`src/rtl/alu_cmd_issue_if.sv`:
```
// Bus bundle for alu_cmd_issue: command input, ALU drive/return and result output.
// Handshake: a beat moves on a rising clk edge where valid and ready are both high; valid holds with stable payload until taken.
interface alu_cmd_issue_if;
    logic       cmd_valid;
    logic       cmd_ready;
    logic [3:0] cmd_a;
    logic [3:0] cmd_b;
    logic [2:0] cmd_op;

    logic       alu_en;
    logic [3:0] alu_a;
    logic [3:0] alu_b;
    logic [2:0] alu_opcode;
    logic [4:0] alu_result;

    logic       res_valid;
    logic       res_ready;
    logic [4:0] res_data;
    logic [2:0] res_op;
    logic       res_zero;
    logic       res_msb;

    modport slave (
        input  cmd_valid, cmd_a, cmd_b, cmd_op, alu_result, res_ready,
        output cmd_ready, alu_en, alu_a, alu_b, alu_opcode,
               res_valid, res_data, res_op, res_zero, res_msb
    );

    modport master (
        output cmd_valid, cmd_a, cmd_b, cmd_op, alu_result, res_ready,
        input  cmd_ready, alu_en, alu_a, alu_b, alu_opcode,
               res_valid, res_data, res_op, res_zero, res_msb
    );
endinterface

```
`src/rtl/alu_cmd_issue.sv`:
```
// Command issue pipeline for an external 4-bit ALU: 4-deep command FIFO,
// one issue register stage driving the ALU, one result capture stage.
module alu_cmd_issue (
    input  logic              clk,
    input  logic              rst_n,
    alu_cmd_issue_if.slave    io_if
);

    logic [10:0] r_fifo [4];
    logic [1:0]  r_wr_ptr;
    logic [1:0]  r_rd_ptr;
    logic [2:0]  r_count;

    logic        r_alu_en;
    logic [3:0]  r_alu_a;
    logic [3:0]  r_alu_b;
    logic [2:0]  r_alu_opcode;

    logic        r_res_valid;
    logic [4:0]  r_res_data;
    logic [2:0]  r_res_op;

    logic        w_cmd_ready;
    logic        w_push;
    logic        w_out_load;
    logic        w_advance;
    logic        w_pop;
    logic [10:0] w_head;

    // Ready comes from the registered count only, so a full FIFO refuses even while popping.
    assign w_cmd_ready = (r_count < 3'd4);
    assign w_push      = io_if.cmd_valid && w_cmd_ready;
    assign w_out_load  = !r_res_valid || io_if.res_ready;
    assign w_advance   = r_alu_en && w_out_load;
    assign w_pop       = (r_count != 3'd0) && (!r_alu_en || w_advance);
    assign w_head      = r_fifo[r_rd_ptr];

    always_ff @(posedge clk) begin
        if (w_push) begin
            r_fifo[r_wr_ptr] <= {io_if.cmd_a, io_if.cmd_b, io_if.cmd_op};
        end
    end

    always_ff @(posedge clk or negedge rst_n) begin
        if (!rst_n) begin
            r_wr_ptr <= 2'd0;
            r_rd_ptr <= 2'd0;
            r_count  <= 3'd0;
        end else begin
            if (w_push) begin
                r_wr_ptr <= r_wr_ptr + 2'd1;
            end
            if (w_pop) begin
                r_rd_ptr <= r_rd_ptr + 2'd1;
            end
            case ({w_push, w_pop})
                2'b10:   r_count <= r_count + 3'd1;
                2'b01:   r_count <= r_count - 3'd1;
                default: r_count <= r_count;
            endcase
        end
    end

    // Operands stay put when idle; only alu_en tells the ALU whether they mean anything.
    always_ff @(posedge clk or negedge rst_n) begin
        if (!rst_n) begin
            r_alu_en     <= 1'b0;
            r_alu_a      <= 4'd0;
            r_alu_b      <= 4'd0;
            r_alu_opcode <= 3'd0;
        end else if (w_pop) begin
            r_alu_en     <= 1'b1;
            r_alu_a      <= w_head[10:7];
            r_alu_b      <= w_head[6:3];
            r_alu_opcode <= w_head[2:0];
        end else if (w_advance) begin
            r_alu_en     <= 1'b0;
        end
    end

    always_ff @(posedge clk or negedge rst_n) begin
        if (!rst_n) begin
            r_res_valid <= 1'b0;
            r_res_data  <= 5'd0;
            r_res_op    <= 3'd0;
        end else if (w_advance) begin
            r_res_valid <= 1'b1;
            r_res_data  <= io_if.alu_result;
            r_res_op    <= r_alu_opcode;
        end else if (w_out_load) begin
            r_res_valid <= 1'b0;
        end
    end

    assign io_if.cmd_ready  = w_cmd_ready;
    assign io_if.alu_en     = r_alu_en;
    assign io_if.alu_a      = r_alu_a;
    assign io_if.alu_b      = r_alu_b;
    assign io_if.alu_opcode = r_alu_opcode;
    assign io_if.res_valid  = r_res_valid;
    assign io_if.res_data   = r_res_data;
    assign io_if.res_op     = r_res_op;
    assign io_if.res_zero   = (r_res_data[3:0] == 4'd0);
    assign io_if.res_msb    = r_res_data[4];

endmodule

```
`src/flat_wrapper.sv`:
```
// flat-port wrapper written by rule: the top's interface ports become plain ports
module alu_cmd_issue_flat 
  (clk, rst_n, io_if_cmd_valid, io_if_cmd_a, io_if_cmd_b, io_if_cmd_op, io_if_alu_result, io_if_res_ready, io_if_cmd_ready, io_if_alu_en, io_if_alu_a, io_if_alu_b, io_if_alu_opcode, io_if_res_valid, io_if_res_data, io_if_res_op, io_if_res_zero, io_if_res_msb);
  alu_cmd_issue_if io_if_i ();
  input  logic clk;
  input  logic rst_n;
  input wire logic [$bits(io_if_i.cmd_valid)-1:0] io_if_cmd_valid;
  input wire logic [$bits(io_if_i.cmd_a)-1:0] io_if_cmd_a;
  input wire logic [$bits(io_if_i.cmd_b)-1:0] io_if_cmd_b;
  input wire logic [$bits(io_if_i.cmd_op)-1:0] io_if_cmd_op;
  input wire logic [$bits(io_if_i.alu_result)-1:0] io_if_alu_result;
  input wire logic [$bits(io_if_i.res_ready)-1:0] io_if_res_ready;
  output wire logic [$bits(io_if_i.cmd_ready)-1:0] io_if_cmd_ready;
  output wire logic [$bits(io_if_i.alu_en)-1:0] io_if_alu_en;
  output wire logic [$bits(io_if_i.alu_a)-1:0] io_if_alu_a;
  output wire logic [$bits(io_if_i.alu_b)-1:0] io_if_alu_b;
  output wire logic [$bits(io_if_i.alu_opcode)-1:0] io_if_alu_opcode;
  output wire logic [$bits(io_if_i.res_valid)-1:0] io_if_res_valid;
  output wire logic [$bits(io_if_i.res_data)-1:0] io_if_res_data;
  output wire logic [$bits(io_if_i.res_op)-1:0] io_if_res_op;
  output wire logic [$bits(io_if_i.res_zero)-1:0] io_if_res_zero;
  output wire logic [$bits(io_if_i.res_msb)-1:0] io_if_res_msb;
  assign io_if_i.cmd_valid = io_if_cmd_valid;
  assign io_if_i.cmd_a = io_if_cmd_a;
  assign io_if_i.cmd_b = io_if_cmd_b;
  assign io_if_i.cmd_op = io_if_cmd_op;
  assign io_if_i.alu_result = io_if_alu_result;
  assign io_if_i.res_ready = io_if_res_ready;
  assign io_if_cmd_ready = io_if_i.cmd_ready;
  assign io_if_alu_en = io_if_i.alu_en;
  assign io_if_alu_a = io_if_i.alu_a;
  assign io_if_alu_b = io_if_i.alu_b;
  assign io_if_alu_opcode = io_if_i.alu_opcode;
  assign io_if_res_valid = io_if_i.res_valid;
  assign io_if_res_data = io_if_i.res_data;
  assign io_if_res_op = io_if_i.res_op;
  assign io_if_res_zero = io_if_i.res_zero;
  assign io_if_res_msb = io_if_i.res_msb;
  alu_cmd_issue u_core (.clk(clk), .rst_n(rst_n), .io_if(io_if_i));
endmodule
```
`config.mk`:
```
export PLATFORM = sky130hd
export DESIGN_NAME = alu_cmd_issue_flat
export DESIGN_NICKNAME = d
export VERILOG_FILES = /design/src/rtl/alu_cmd_issue_if.sv /design/src/rtl/alu_cmd_issue.sv /design/src/flat_wrapper.sv
export SDC_FILE = /design/constraint.sdc
export NUM_CORES = 1
export LEC_CHECK = 0
export ABC_AREA = 1
export CORE_ASPECT_RATIO = 0.8
export CORE_UTILIZATION = 58
export DETAILED_ROUTE_END_ITERATION = 12
export GPL_TIMING_DRIVEN = 0
export PLACE_DENSITY = 0.95
export SYNTH_ARGS = -nofsm -noshare
export SYNTH_HDL_FRONTEND = slang
export SYNTH_SLANG_ARGS = --single-unit
```
`constraint.sdc`:
```
create_clock -name clk -period 4.77 [get_ports clk]
set_input_delay 1.431 -clock clk [delete_from_list [all_inputs] [get_ports clk]]
set_output_delay 1.431 -clock clk [all_outputs]
set_load 0.1 [all_outputs]
```
# After elaboration in Yosys (flattened, before gate mapping)

Memory sizes are Yosys's and may differ from the RTL's. A register that Yosys moved wholly into a read port is not among the register bits.
Index checks and enable logic that the tools add are counted.

Bitwise operators: 0
Muxes and demuxes: 7
Magnitude comparators: 1
Eq/ne operators: 2
Div/mod/pow operators: 0
$mul: 0
Shifts and indexed selects: 0
Reduce and logical (&&, ||, !) cells: 13
Add/sub/neg operators: 4

Operators with widths:

| kind                | number |
|---|---|
| $mux 1              | 6 |
| $pmux 3 s2          | 1 |
| $reduce_bool 2->1   | 3 |
| $add 2x1->2 const B | 2 |
| $logic_not 4->1     | 1 |
| $add 3x1->3 const B | 1 |
| $logic_and 1x1->1   | 3 |
| $logic_not 1->1     | 3 |
| $lt 3x3->1 const B  | 1 |
| $reduce_bool 3->1   | 1 |
| $sub 3x1->3 const B | 1 |
| $eq 2x1->1 const B  | 1 |
| $eq 2x2->1 const B  | 1 |
| $logic_or 1x1->1    | 2 |

Input bits: 20
Register bits after elaboration: 17
Memory bits (read-only): 0
RAM bits: 44
Output and inout bits: 24
Memories: 1
Latch bits: 0

Memories:

| name          | depth | bits a word | rd ports | clocked after memory_dff | write ports | RTL line           | source |
|---|---|---|---|---|---|---|---|
| u_core.r_fifo | 4     | 11          | 1        | 1                        | 1           | alu_cmd_issue.sv:9 | `logic [10:0] r_fifo [4];` |

# Depth between registers and ports, before layout

Gate-level depths: netlist of the first run.

Depth in word-level cells: 7
Mapped depth: 12

# Worst setup path before layout of the first run

Ideal clock, no wire load.

Path kind: reg2out
Start: reg u_core.r_res_data[1], in the netlist u_core.io_if.res_data[1]
End: out io_if_res_zero
Cell stages (with the launch flop): 2
Path slack: -0.444 ns
Arrival time: 3.783 ns
Buffers on the path: 0
Cells stage by stage: dfrtp_1 > nor4_1

Cells in the longest elaborated chain, start to end: 1

Ends and longest elaborated chain:

| what                     | RTL line             | source |
|---|---|---|
| start: declaration       | alu_cmd_issue.sv:20  | `logic [4:0] r_res_data;` |
| start signal: assignment | alu_cmd_issue.sv:88  | `r_res_data <= io_if.alu_result;` |
| $logic_not 4->1          | alu_cmd_issue.sv:103 | `assign io_if.res_zero = (r_res_data[3:0] == 4'd0);` |
| end: declaration         | flat_wrapper.sv:21   | `output wire logic [$bits(io_if_i.res_zero)-1:0] io_if_res_zero;` |

Every way passes these cells.

# Worst setup path after layout of the first run

Ends and elaborated chain as after synthesis.

==> insert_results.sql, run 1 <==
INSERT INTO impl_metrics (metric_group, metric, value, unit) VALUES
('timing', 'period_minus_slack', '3.60', 'ns'),
('clock_network', 'cts_tree', 'done', ''),
('final_layout', 'fin_nets', '389', ''),
('min_path', 'hp-class', 'reg2reg', ''),
('route', 'route.detailed.vias_per_inst', '5.04', ''),
('logic_synthesis', 'synthesis.yosys.warnings', '0', ''),
('setup_path', 'timing.critical_path.to_type', 'output port', ''),
('setup_path', 'reg2reg_depth', '11', ''),
('clock_network', 'ctsHoldBuffers', '0', ''),
('status', 'status', 'finished clean', ''),
('clock_network', 'clk_transition_reported_paths', '0.08', 'ns'),
('clock_network', 'post_cts_setup_bufs', '0', ''),
('final_layout', 'antenna_diode_instance_count', '0', ''),
('timing', 'finalCritPeriodShare', '0.755', ''),
('global_routing', 'wire_length_of_the_first_global_routing_pass', '9780', 'um'),
('run', 'drv_cap', '0', ''),
('timing', 'finalSetupViolCount', '0', ''),
('logic_synthesis', 'synth_cells', '309', ''),
('floorplanning', 'die_height', '67.3', 'um'),
('setup_path', 'worst-endpoint-required', '3.34', 'ns'),
('placement', 'hpwlAfterDp', '4120', 'um'),
('min_path', 'min_path_cells', '1', ''),
('clock_network', 'cts_sinks', '72', ''),
('clock_network', 'cts_inserted_buffers', '9', ''),
('clock_network', 'cts.root.buffer_cell', 'sky130_fd_sc_hd__clkbuf_8', ''),
('setup_path', 'criticalPathCategory', 'reg2out', ''),
('global_routing', 'grt_start_max_net_pins', '29', ''),
('setup_path', 'critPathSlowestCell', 'sky130_fd_sc_hd__clkdlybuf4s50_1', ''),
('global_routing', 'via_count_of_the_first_global_routing_pass', '2100', ''),
('setup_path', 'r2r-end', 'u_core.r_count[2]$_DFFE_PN0P_', ''),
('global_routing', 'antenna_found_initial', '0', ''),
('floorplanning', 'pin_count', '44', ''),
('logic_synthesis', 'syn-cell-area', '0.00310', 'mm^2'),
('floorplanning', 'initial_utilization', '0.611', ''),
('min_path', 'timing.hold.worst.start', 'u_core.r_count[0]$_DFFE_PN0P_', ''),
('setup_path', 'max_stage_delay', '1.16', 'ns'),
('timing', 'worstMarginPinSlew', '1.10', 'ns'),
('timing', 'final_hold_viol_count', '0', ''),
('placement', 'port-buffer-count', '43', ''),
('logic_synthesis', 'synth_largest_area_cell', 'sky130_fd_sc_hd__edfxtp_1', ''),
('logic_synthesis', 'synth_seq_area_share', '0.653', ''),
('setup_path', 'startpoint_type', 'flip-flop', ''),
('global_routing', 'grt_overflow_total', '0', ''),
('setup_path', 'timing.critical_path.buf_inv', '1', ''),
('logic_synthesis', 'synth_area_leaders', 'sky130_fd_sc_hd__edfxtp_1, sky130_fd_sc_hd__dfrtp_1, sky130_fd_sc_hd__nand2_1', ''),
('min_path', 'hold_path_end', 'u_core.r_count[0]$_DFFE_PN0P_', ''),
('final_layout', 'layout-drive-gt1-share', '0.0870', ''),
('timing', 'drv_slew', '0', ''),
('timing', 'finalSetupTns', '0', 'ns'),
('floorplanning', 'die_width', '83.7', 'um'),
('logic_synthesis', 'syn_avg_cell_area', '10.0', 'um^2'),
('route', 'num_vias', '2169', ''),
('timing', 'fmax', '278', 'MHz'),
('timing', 'grt_setup_unrepaired', 'no', ''),
('logic_synthesis', 'number_of_different_library_cells_in_the_post_synthesis_netlist', '21', ''),
('setup_path', 'sequence_of_cells_on_the_critical_path', 'nor4_2 -> clkdlybuf4s50_1', ''),
('setup_path', 'worst_path_dominant_cell_family', 'buffers and inverters', ''),
('logic_synthesis', 'yosysTopAreaCellShare', '0.427', ''),
('route', 'route.detailed.wl_per_inst', '14.2', 'um'),
('clock_network', 'cts.htree.levels', '3', ''),
('timing', 'fin_skew', '0.00447', 'ns'),
('placement', 'globalplace.congestion', '0.782', ''),
('route', 'detail_route.drc_violations', '0', ''),
('route', 'postRouteWirelength', '6100', 'um'),
('route', 'final_antenna_net_count', '0', ''),
('floorplanning', 'fp.dieArea', '0.00563', 'mm^2'),
('setup_path', 'worstPathArrival', '2.17', 'ns'),
('clock_network', 'cts_resized', '0', ''),
('global_routing', 'grt_usage', '0.239', ''),
('final_layout', 'syn_to_final_growth', '23.6', '%'),
('logic_synthesis', 'ys_ff_latch', '72', ''),
('setup_path', 'ff_to_ff_setup_slack', '2.66', 'ns'),
('setup_path', 'reg_to_reg_critical_path_startpoint', 'u_core.io_if.alu_en$_DFFE_PN0P_', ''),
('setup_path', 'critical_path.max_fanout', '3', ''),
('logic_synthesis', 'synthesis.nets', '335', ''),
('route', 'first_pass_iters', '4', ''),
('floorplanning', 'design.core.area', '0.00506', 'mm^2'),
('clock_network', 'clock_insertion_delay_worst_skew', '0.35', 'ns'),
('route', 'drtIter0Drc', '125', ''),
('floorplanning', 'number_of_cell_rows', '23', ''),
('clock_network', 'cts_max_path_buffers', '2', ''),
('timing', 'max_slew_margin', '0.266', '');
==> cell usage after synthesis <==
cell,number
sky130_fd_sc_hd__nand2_1,112
sky130_fd_sc_hd__inv_1,58
sky130_fd_sc_hd__edfxtp_1,44
sky130_fd_sc_hd__nand3_1,32
sky130_fd_sc_hd__dfrtp_1,28
sky130_fd_sc_hd__buf_2,5
sky130_fd_sc_hd__ha_1,5
sky130_fd_sc_hd__nor2_1,5
sky130_fd_sc_hd__buf_4,4
sky130_fd_sc_hd__xor2_1,3
sky130_fd_sc_hd__inv_2,2
sky130_fd_sc_hd__xnor2_1,2
sky130_fd_sc_hd__a21oi_1,1
sky130_fd_sc_hd__buf_6,1
sky130_fd_sc_hd__fa_1,1
sky130_fd_sc_hd__nand2_2,1
sky130_fd_sc_hd__nand2_4,1
sky130_fd_sc_hd__nand3_4,1
sky130_fd_sc_hd__nor4_1,1
sky130_fd_sc_hd__o21ai_0,1
sky130_fd_sc_hd__o21ai_1,1
==> logic make-up (layout without fill, tap and decap cells) <==
| logic type | count (synthesis) | after routing | synth area share |
|---|---|---|---|
| compound gates | 3 | 3 | 0.00485 |
| xor+xnor | 5 | 5 | 0.0141 |
| fa+ha+maj | 6 | 6 | 0.0267 |
| buf+inv | 70 | 129 | 0.0942 |
| flops | 72 | 72 | 0.653 |
| simple gates | 153 | 153 | 0.207 |
==> stage by stage <==
stage	hold WS [ns]	area, um^2	setup slack, ns	cells	utilization
floorplan	0.446	3100	0.718	309	-
global placement	0.455	3610	1.37	414	0.713
detailed placement	0.463	3610	1.29	414	0.713
CTS	0.477	3830	1.16	430	0.756
global route	0.488	3820	1.10	430	0.755
finish	0.478	3820	1.17	430	0.755
==> worst max path at each step <==
stage | start | end | slack (ns) | cells past startpoint
finish | u_core.io_if.res_data[1]$_DFFE_PN0P_ | io_if_res_zero | 1.17 | 2
global route | u_core.io_if.res_data[1]$_DFFE_PN0P_ | io_if_res_zero | 1.10 | 2
CTS | u_core.io_if.res_data[1]$_DFFE_PN0P_ | io_if_res_zero | 1.16 | 2
detailed placement | io_if_res_ready | u_core.r_count[2]$_DFFE_PN0P_ | 1.29 | 12
global placement | io_if_res_ready | u_core.r_count[2]$_DFFE_PN0P_ | 1.37 | 12
floorplan | u_core.io_if.res_data[1]$_DFFE_PN0P_ | io_if_res_zero | 0.72 | 1
==> metal layers <==
layer	part of all wire	vias to the layer above	track usage
li1	-	1060	-
met1	0.42	1003	0.295
met2	0.48	91	0.395
met3	0.076	15	0.0733
met4	0.019	0	0.114
met5	0	-	0
==> flip-flops by register name (all words and copies together) (netlist names) <==
register                 flops
u_core.io_if.alu_en          1
u_core.io_if.alu_b           4
u_core.r_fifo               44
u_core.io_if.res_valid       1
u_core.io_if.alu_opcode      3
u_core.io_if.res_op          3
u_core.io_if.alu_a           4
u_core.io_if.res_data        5
u_core.r_rd_ptr              2
u_core.r_count               3
u_core.r_wr_ptr              2
==> worst register-to-register path, delay by kind of cell (launching register included) <==
kind	cells	cell delay (ns)
xor gates and xnor gates	1	0.14
adders and majority gates	2	0.63
buffers and inverters	4	0.47
DFF	1	0.38
and+or+nand+nor	4	0.37
==> placed cells by master, fill, tap and decap left out, types with 3 or more instances in the layout <==
| cell type | n |
|---|---|
| sky130_fd_sc_hd__edfxtp_1 | 44 |
| sky130_fd_sc_hd__ha_1 | 5 |
| sky130_fd_sc_hd__inv_1 | 58 |
| sky130_fd_sc_hd__buf_4 | 4 |
| sky130_fd_sc_hd__nand3_1 | 32 |
| sky130_fd_sc_hd__buf_2 | 6 |
| sky130_fd_sc_hd__dfrtp_1 | 28 |
| sky130_fd_sc_hd__nor2_1 | 5 |
| sky130_fd_sc_hd__clkbuf_8 | 9 |
| sky130_fd_sc_hd__xor2_1 | 3 |
| sky130_fd_sc_hd__clkdlybuf4s50_1 | 42 |
| sky130_fd_sc_hd__nand2_1 | 112 |
==> final cells by class <==
class	instances	area (um^2)
tap	62	77.6
buffer	10	66.3
fill	334	1240
timing repair buffer	43	425
inverter	60	225
clock buffer	9	124
clock inverter	7	96.3
sequential	72	2020
multi-input combinational	167	788
Power of run 1 is not shown: default switching activity piles up to over one toggle a cycle in this logic, so the estimate is an artifact.
==> inputs of run 2 (changes only) <==
--- a/config.mk
+++ b/config.mk
@@ -7,10 +7,10 @@
 export LEC_CHECK = 0
 export ABC_AREA = 1
 export CORE_ASPECT_RATIO = 0.8
-export CORE_UTILIZATION = 58
+export CORE_UTILIZATION = 54
 export DETAILED_ROUTE_END_ITERATION = 12
 export GPL_TIMING_DRIVEN = 0
-export PLACE_DENSITY = 0.95
+export PLACE_DENSITY = 0.9
 export SYNTH_ARGS = -nofsm -noshare
 export SYNTH_HDL_FRONTEND = slang
 export SYNTH_SLANG_ARGS = --single-unit
==> constraint.sdc (replaced) <==
create_clock -name clk -period 3.6 [get_ports clk]
set_input_delay 1.08 -clock clk [delete_from_list [all_inputs] [get_ports clk]]
set_output_delay 1.08 -clock clk [all_outputs]
set_load 0.1 [all_outputs]
==> run 2 against run 1 <==
  * Sequential cell count stayed put
  * Critical path depth unchanged
  * Cell count rose by 3.7%
  * Non-clock buffer count stayed put
  * Register-to-register slack worse by 1.2 ns
  * Setup slack worse by 0.85 ns
  * Count of clock-buffer cells in the layout grew 1
  * Via count fell by 0.78%
  * Sequential share of layout area is 0.28 points lower
  * Worst hold slack worse by 0.0042 ns
  * Clock skew increased by 0.0051 ns
  * Critical endpoint unchanged
==> insert_results.sql, run 2 (synthesis results as in run 1) <==
INSERT INTO impl_metrics (metric_group, metric, value, unit) VALUES
('status', 'status', 'finished clean', ''),
('timing', 'period_minus_slack', '3.28', 'ns'),
('route', 'num_vias', '2152', ''),
('route', 'first_pass_iters', '4', ''),
('global_routing', 'wire_length_of_the_first_global_routing_pass', '10300', 'um'),
('clock_network', 'cts_tree', 'done', ''),
('final_layout', 'layoutNonFillerInstCount', '446', ''),
('placement', 'globalplace.congestion', '0.760', ''),
('timing', 'max_slew_margin', '0.207', ''),
('placement', 'port-buffer-count', '43', ''),
('floorplanning', 'design.core.area', '0.00550', 'mm^2'),
('final_layout', 'post-route-util', '0.700', ''),
('route', 'route.detailed.vias_per_inst', '4.83', ''),
('global_routing', 'via_count_of_the_first_global_routing_pass', '2239', ''),
('final_layout', 'fin_nets', '389', ''),
('setup_path', 'reg_to_reg_critical_path_startpoint', 'u_core.io_if.alu_en$_DFFE_PN0P_', ''),
('global_routing', 'grt_start_max_net_pins', '29', ''),
('timing', 'final_hold_viol_count', '0', ''),
('clock_network', 'cts_max_path_buffers', '2', ''),
('floorplanning', 'die_height', '69.7', 'um'),
('final_layout', 'layout_commonest_cell', 'sky130_fd_sc_hd__nand2_1', ''),
('timing', 'fmax', '305', 'MHz'),
('clock_network', 'clk_transition_reported_paths', '0.07', 'ns'),
('final_layout', 'largest_reg_flops', '44', ''),
('route', 'final_antenna_net_count', '0', ''),
('min_path', 'hold_path_end', 'u_core.io_if.res_op[2]$_DFFE_PN0P_', ''),
('final_layout', 'post-route-cell-area', '0.00384', 'mm^2'),
('setup_path', 'criticalPathCategory', 'reg2out', ''),
('clock_network', 'cts.root.buffer_cell', 'sky130_fd_sc_hd__clkbuf_8', ''),
('timing', 'finalCritPeriodShare', '0.911', ''),
('setup_path', 'critPathSlowestCell', 'sky130_fd_sc_hd__clkdlybuf4s50_1', ''),
('clock_network', 'clock_insertion_delay_worst_skew', '0.35', 'ns'),
('floorplanning', 'fp.dieArea', '0.00604', 'mm^2'),
('clock_network', 'cts_resized', '0', ''),
('timing', 'fin_skew', '0.00960', 'ns'),
('placement', 'placedCellCount', '430', ''),
('final_layout', 'antenna_diode_instance_count', '0', ''),
('final_layout', 'leading_cell_types_in_the_layout_fill_and_taps_excluded', 'sky130_fd_sc_hd__nand2_1, sky130_fd_sc_hd__inv_1, sky130_fd_sc_hd__edfxtp_1', ''),
('floorplanning', 'pin_count', '44', ''),
('floorplanning', 'number_of_cell_rows', '24', ''),
('placement', 'placement_cell_area', '0.00364', 'mm^2'),
('global_routing', 'grt_overflow_total', '0', ''),
('global_routing', 'antenna_found_initial', '0', ''),
('clock_network', 'cts_inserted_buffers', '9', ''),
('run', 'drv_cap', '0', ''),
('min_path', 'timing.hold.worst.start', 'u_core.io_if.res_op[2]$_DFFE_PN0P_', ''),
('global_routing', 'grt_usage', '0.235', ''),
('setup_path', 'startpoint_type', 'flip-flop', ''),
('timing', 'grt_setup_unrepaired', 'no', ''),
('setup_path', 'worst-endpoint-required', '2.52', 'ns'),
('route', 'drtIter0Drc', '149', ''),
('min_path', 'hp-class', 'reg2reg', ''),
('final_layout', 'largest_register_by_flop_count', 'u_core.r_fifo', ''),
('route', 'route.detailed.wl_per_inst', '13.8', 'um'),
('clock_network', 'cts.htree.levels', '3', ''),
('setup_path', 'critical_path.max_fanout', '3', ''),
('setup_path', 'timing.critical_path.to_type', 'output port', ''),
('route', 'detail_route.drc_violations', '0', ''),
('setup_path', 'max_stage_delay', '1.16', 'ns'),
('floorplanning', 'initial_utilization', '0.563', ''),
('clock_network', 'cts_sinks', '72', ''),
('setup_path', 'reg2reg_depth', '11', ''),
('setup_path', 'sequence_of_cells_on_the_critical_path', 'nor4_4 -> clkdlybuf4s50_1', ''),
('final_layout', 'syn_to_final_growth', '24.2', '%'),
('floorplanning', 'die_width', '86.7', 'um'),
('timing', 'drv_slew', '0', ''),
('setup_path', 'ff_to_ff_setup_slack', '1.47', 'ns'),
('route', 'postRouteWirelength', '6170', 'um'),
('placement', 'hpwlAfterDp', '4230', 'um'),
('final_layout', 'layout-drive-gt1-share', '0.0842', ''),
('timing', 'finalSetupViolCount', '0', ''),
('timing', 'worstMarginPinSlew', '1.19', 'ns'),
('min_path', 'min_path_cells', '2', ''),
('setup_path', 'worstPathArrival', '2.20', 'ns'),
('timing', 'finalSetupTns', '0', 'ns'),
('setup_path', 'r2r-end', 'u_core.r_count[2]$_DFFE_PN0P_', ''),
('clock_network', 'post_cts_setup_bufs', '0', ''),
('clock_network', 'ctsHoldBuffers', '0', '');
run 2: cell types whose count changed in the layout (fill, tap and decap cells not counted):
cell,before,now
sky130_fd_sc_hd__nor4_2,1,0
sky130_fd_sc_hd__clkbuf_1,0,1
sky130_fd_sc_hd__nor4_4,0,1
sky130_fd_sc_hd__clkinv_4,2,0
sky130_fd_sc_hd__clkinv_2,0,1
run 2: worst max path at each step:
stage,cells past startpoint,slack [ns],endpoint,startpoint
floorplan,1,0.53,io_if_res_zero,u_core.io_if.res_data[1]$_DFFE_PN0P_
global placement,12,0.55,u_core.r_count[2]$_DFFE_PN0P_,io_if_res_ready
detailed placement,12,0.44,u_core.r_count[2]$_DFFE_PN0P_,io_if_res_ready
CTS,2,0.29,io_if_res_zero,u_core.io_if.res_data[1]$_DFFE_PN0P_
global route,2,0.23,io_if_res_zero,u_core.io_if.res_data[1]$_DFFE_PN0P_
finish,2,0.32,io_if_res_zero,u_core.io_if.res_data[1]$_DFFE_PN0P_
run 2: cell type report:
cell class / instances / area (um^2)
flip-flops and latches: 72 / 2020
inverters: 60 / 225
clock inverters: 6 / 83.8
fillers: 397 / 1650
well taps: 78 / 97.6
plain buffers: 10 / 66.3
repair buffers: 43 / 425
clock buffers: 10 / 128
multi-input cells: 167 / 797
run 2: critical path, delay by kind of cell (launching register included):
| kind | cells | cell delay [ns] |
|---|---|---|
| buf+inv | 1 | 1.16 |
| flops | 1 | 0.42 |
| simple gates | 1 | 0.27 |
run 2: layer usage:
metal	track usage	up-vias	wire [um]
met5	0	-	0
met1	0.270	980	2470
met2	0.387	91	3050
met3	0.0810	21	475
li1	-	1060	-
met4	0.124	0	186
run 2: per-stage QoR:
stage                     hold slack (ns)  setup slack [ns]
final                               0.474             0.321
after global routing                0.492             0.228
after CTS                           0.478             0.293
after detailed placement            0.459             0.443
after global placement              0.453             0.551
after floorplan                     0.446             0.528
Power of run 2 is left out for the same reason.
==> inputs of run 3 (changes only) <==
--- a/config.mk
+++ b/config.mk
@@ -6,7 +6,7 @@
 export NUM_CORES = 1
 export LEC_CHECK = 0
 export ABC_AREA = 1
-export CORE_ASPECT_RATIO = 0.8
+export CORE_ASPECT_RATIO = 1.25
 export CORE_UTILIZATION = 54
 export DETAILED_ROUTE_END_ITERATION = 12
 export GPL_TIMING_DRIVEN = 0
==> run 3 against run 2 <==
  * Clock skew shrank 0.0012 ns
  * Maximum frequency increased by 0.14%
  * Global-route usage fell by 0.89 points
  * Register-to-register slack improved by 0.04 ns
  * Utilization fell by 0.17 points
  * Cell area is 0.52% lower
  * Via count increased by 2.5%
  * Sequential cell count unchanged
  * Critical path depth is the same
==> insert_results.sql, run 3 (synthesis results as in run 1) <==
INSERT INTO impl_metrics (metric_group, metric, value, unit) VALUES
('min_path', 'hp-class', 'reg2reg', ''),
('clock_network', 'cts.htree.levels', '3', ''),
('timing', 'final_hold_viol_count', '0', ''),
('clock_network', 'cts_tree', 'done', ''),
('route', 'drtIter0Drc', '95', ''),
('final_layout', 'fillerInstances', '404', ''),
('min_path', 'min_path_cells', '1', ''),
('clock_network', 'cts_resized', '0', ''),
('setup_path', 'r2r-end', 'u_core.r_count[2]$_DFFE_PN0P_', ''),
('global_routing', 'grt_overflow_total', '0', ''),
('route', 'first_pass_iters', '5', ''),
('timing', 'fmax', '305', 'MHz'),
('floorplanning', 'number_of_cell_rows', '30', ''),
('timing', 'finalCritPeriodShare', '0.910', ''),
('setup_path', 'critical_path.max_fanout', '3', ''),
('clock_network', 'cts.root.buffer_cell', 'sky130_fd_sc_hd__clkbuf_8', ''),
('clock_network', 'clock_insertion_delay_worst_skew', '0.35', 'ns'),
('final_layout', 'layout_commonest_cell', 'sky130_fd_sc_hd__nand2_1', ''),
('timing', 'fin_skew', '0.00841', 'ns'),
('floorplanning', 'pin_count', '44', ''),
('setup_path', 'startpoint_type', 'flip-flop', ''),
('floorplanning', 'design.core.area', '0.00548', 'mm^2'),
('clock_network', 'cts_inserted_buffers', '9', ''),
('final_layout', 'fin_nets', '389', ''),
('setup_path', 'ff_to_ff_setup_slack', '1.51', 'ns'),
('placement', 'hpwlAfterDp', '4110', 'um'),
('setup_path', 'worstPathArrival', '2.19', 'ns'),
('setup_path', 'timing.critical_path.to_type', 'output port', ''),
('floorplanning', 'die_height', '86.7', 'um'),
('route', 'detail_route.drc_violations', '0', ''),
('status', 'status', 'finished clean', ''),
('final_layout', 'multiInputGateArea', '797', 'um^2'),
('timing', 'drv_slew', '0', ''),
('timing', 'finalSetupViolCount', '0', ''),
('final_layout', 'largest_reg_flops', '44', ''),
('min_path', 'timing.hold.worst.start', 'u_core.r_count[0]$_DFFE_PN0P_', ''),
('timing', 'finalSetupTns', '0', 'ns'),
('route', 'final_antenna_net_count', '0', ''),
('run', 'drv_cap', '0', ''),
('route', 'route.detailed.wl_per_inst', '14.3', 'um'),
('setup_path', 'max_stage_delay', '1.16', 'ns'),
('timing', 'grt_setup_unrepaired', 'no', ''),
('route', 'postRouteWirelength', '6160', 'um'),
('final_layout', 'syn_to_final_growth', '23.6', '%'),
('clock_network', 'clk_transition_reported_paths', '0.07', 'ns'),
('global_routing', 'grt_usage', '0.226', ''),
('timing', 'period_minus_slack', '3.27', 'ns'),
('timing', 'worstMarginPinSlew', '1.25', 'ns'),
('final_layout', 'antenna_diode_instance_count', '0', ''),
('floorplanning', 'initial_utilization', '0.565', ''),
('min_path', 'hold_path_end', 'u_core.r_count[0]$_DFFE_PN0P_', ''),
('route', 'num_vias', '2206', ''),
('global_routing', 'grt_start_max_net_pins', '29', ''),
('floorplanning', 'fp.dieArea', '0.00604', 'mm^2'),
('setup_path', 'reg_to_reg_critical_path_startpoint', 'u_core.io_if.alu_en$_DFFE_PN0P_', ''),
('clock_network', 'cts_sinks', '72', ''),
('global_routing', 'antenna_found_initial', '0', ''),
('final_layout', 'post-route-cell-area', '0.00382', 'mm^2'),
('timing', 'max_slew_margin', '0.161', ''),
('route', 'route.detailed.vias_per_inst', '5.11', ''),
('placement', 'port-buffer-count', '43', ''),
('setup_path', 'criticalPathCategory', 'reg2out', ''),
('setup_path', 'reg2reg_depth', '11', ''),
('global_routing', 'wire_length_of_the_first_global_routing_pass', '10200', 'um'),
('placement', 'globalplace.congestion', '0.775', ''),
('final_layout', 'layout-drive-gt1-share', '0.0815', ''),
('placement', 'placement_cell_area', '0.00362', 'mm^2'),
('setup_path', 'sequence_of_cells_on_the_critical_path', 'nor4_4 -> clkdlybuf4s50_1', ''),
('final_layout', 'leading_cell_types_in_the_layout_fill_and_taps_excluded', 'sky130_fd_sc_hd__nand2_1, sky130_fd_sc_hd__inv_1, sky130_fd_sc_hd__edfxtp_1', ''),
('global_routing', 'via_count_of_the_first_global_routing_pass', '2232', ''),
('clock_network', 'post_cts_setup_bufs', '0', ''),
('final_layout', 'post-route-util', '0.698', ''),
('setup_path', 'worst-endpoint-required', '2.52', 'ns'),
('clock_network', 'ctsHoldBuffers', '0', ''),
('setup_path', 'critPathSlowestCell', 'sky130_fd_sc_hd__clkdlybuf4s50_1', ''),
('final_layout', 'area.sequential', '0.00202', 'mm^2'),
('floorplanning', 'die_width', '69.7', 'um'),
('final_layout', 'largest_register_by_flop_count', 'u_core.r_fifo', ''),
('clock_network', 'cts_max_path_buffers', '2', '');
==> run 3: changes by cell type in the layout (fill, tap and decap cells not counted), sizes merged <==
| cell | delta |
|---|---|
| clkinvlp | -2 |
| clkbuf | +4 |
| bufinv | -1 |
| clkinv | -1 |
==> run 3: layout make-up <==
type	count	share of cell area
clock inverters	2	0.00916
well taps	64	0.0209
multi-input cells	167	0.208
repair buffers	43	0.111
inverters	60	0.0589
plain buffers	10	0.0173
clock buffers	14	0.0455
flip-flops and latches	72	0.529
==> run 3: worst max-delay path: cells and delay by family, from the launching register on <==
kind / cells / cell delay (ns)
buf+inv: 1 / 1.16
flops: 1 / 0.43
simple gates: 1 / 0.27
==> run 3: per-layer routing <==
layer | vias to the layer above | wire length [um] | GRT usage | share of wire
met5 | - | 0 | 0 | 0
met4 | 0 | 189 | 0.145 | 0.031
met3 | 17 | 346 | 0.0442 | 0.056
met2 | 81 | 3210 | 0.397 | 0.52
met1 | 1049 | 2410 | 0.253 | 0.39
li1 | 1059 | - | - | -
==> run 3: per-stage QoR <==
stage	setup WS (ns)	hold WS (ns)	cells
final	0.325	0.474	432
after global routing	0.259	0.511	432
after CTS	0.307	0.477	432
after detailed placement	0.459	0.463	416
after global placement	0.522	0.455	416
after floorplan	0.528	0.446	309
==> run 3: worst max-delay path by stage <==
stage	startpoint	end	slack, ns	cells past startpoint
2_1_floorplan	u_core.io_if.res_data[1]$_DFFE_PN0P_	io_if_res_zero	0.53	1
3_3_place_gp	io_if_res_ready	u_core.r_count[2]$_DFFE_PN0P_	0.52	12
3_5_place_dp	io_if_res_ready	u_core.r_count[2]$_DFFE_PN0P_	0.46	12
4_1_cts	u_core.io_if.res_data[1]$_DFFE_PN0P_	io_if_res_zero	0.31	2
5_1_grt	u_core.io_if.res_data[1]$_DFFE_PN0P_	io_if_res_zero	0.26	2
6_report	u_core.io_if.res_data[1]$_DFFE_PN0P_	io_if_res_zero	0.33	2
Power of run 3 is left out for the same reason.
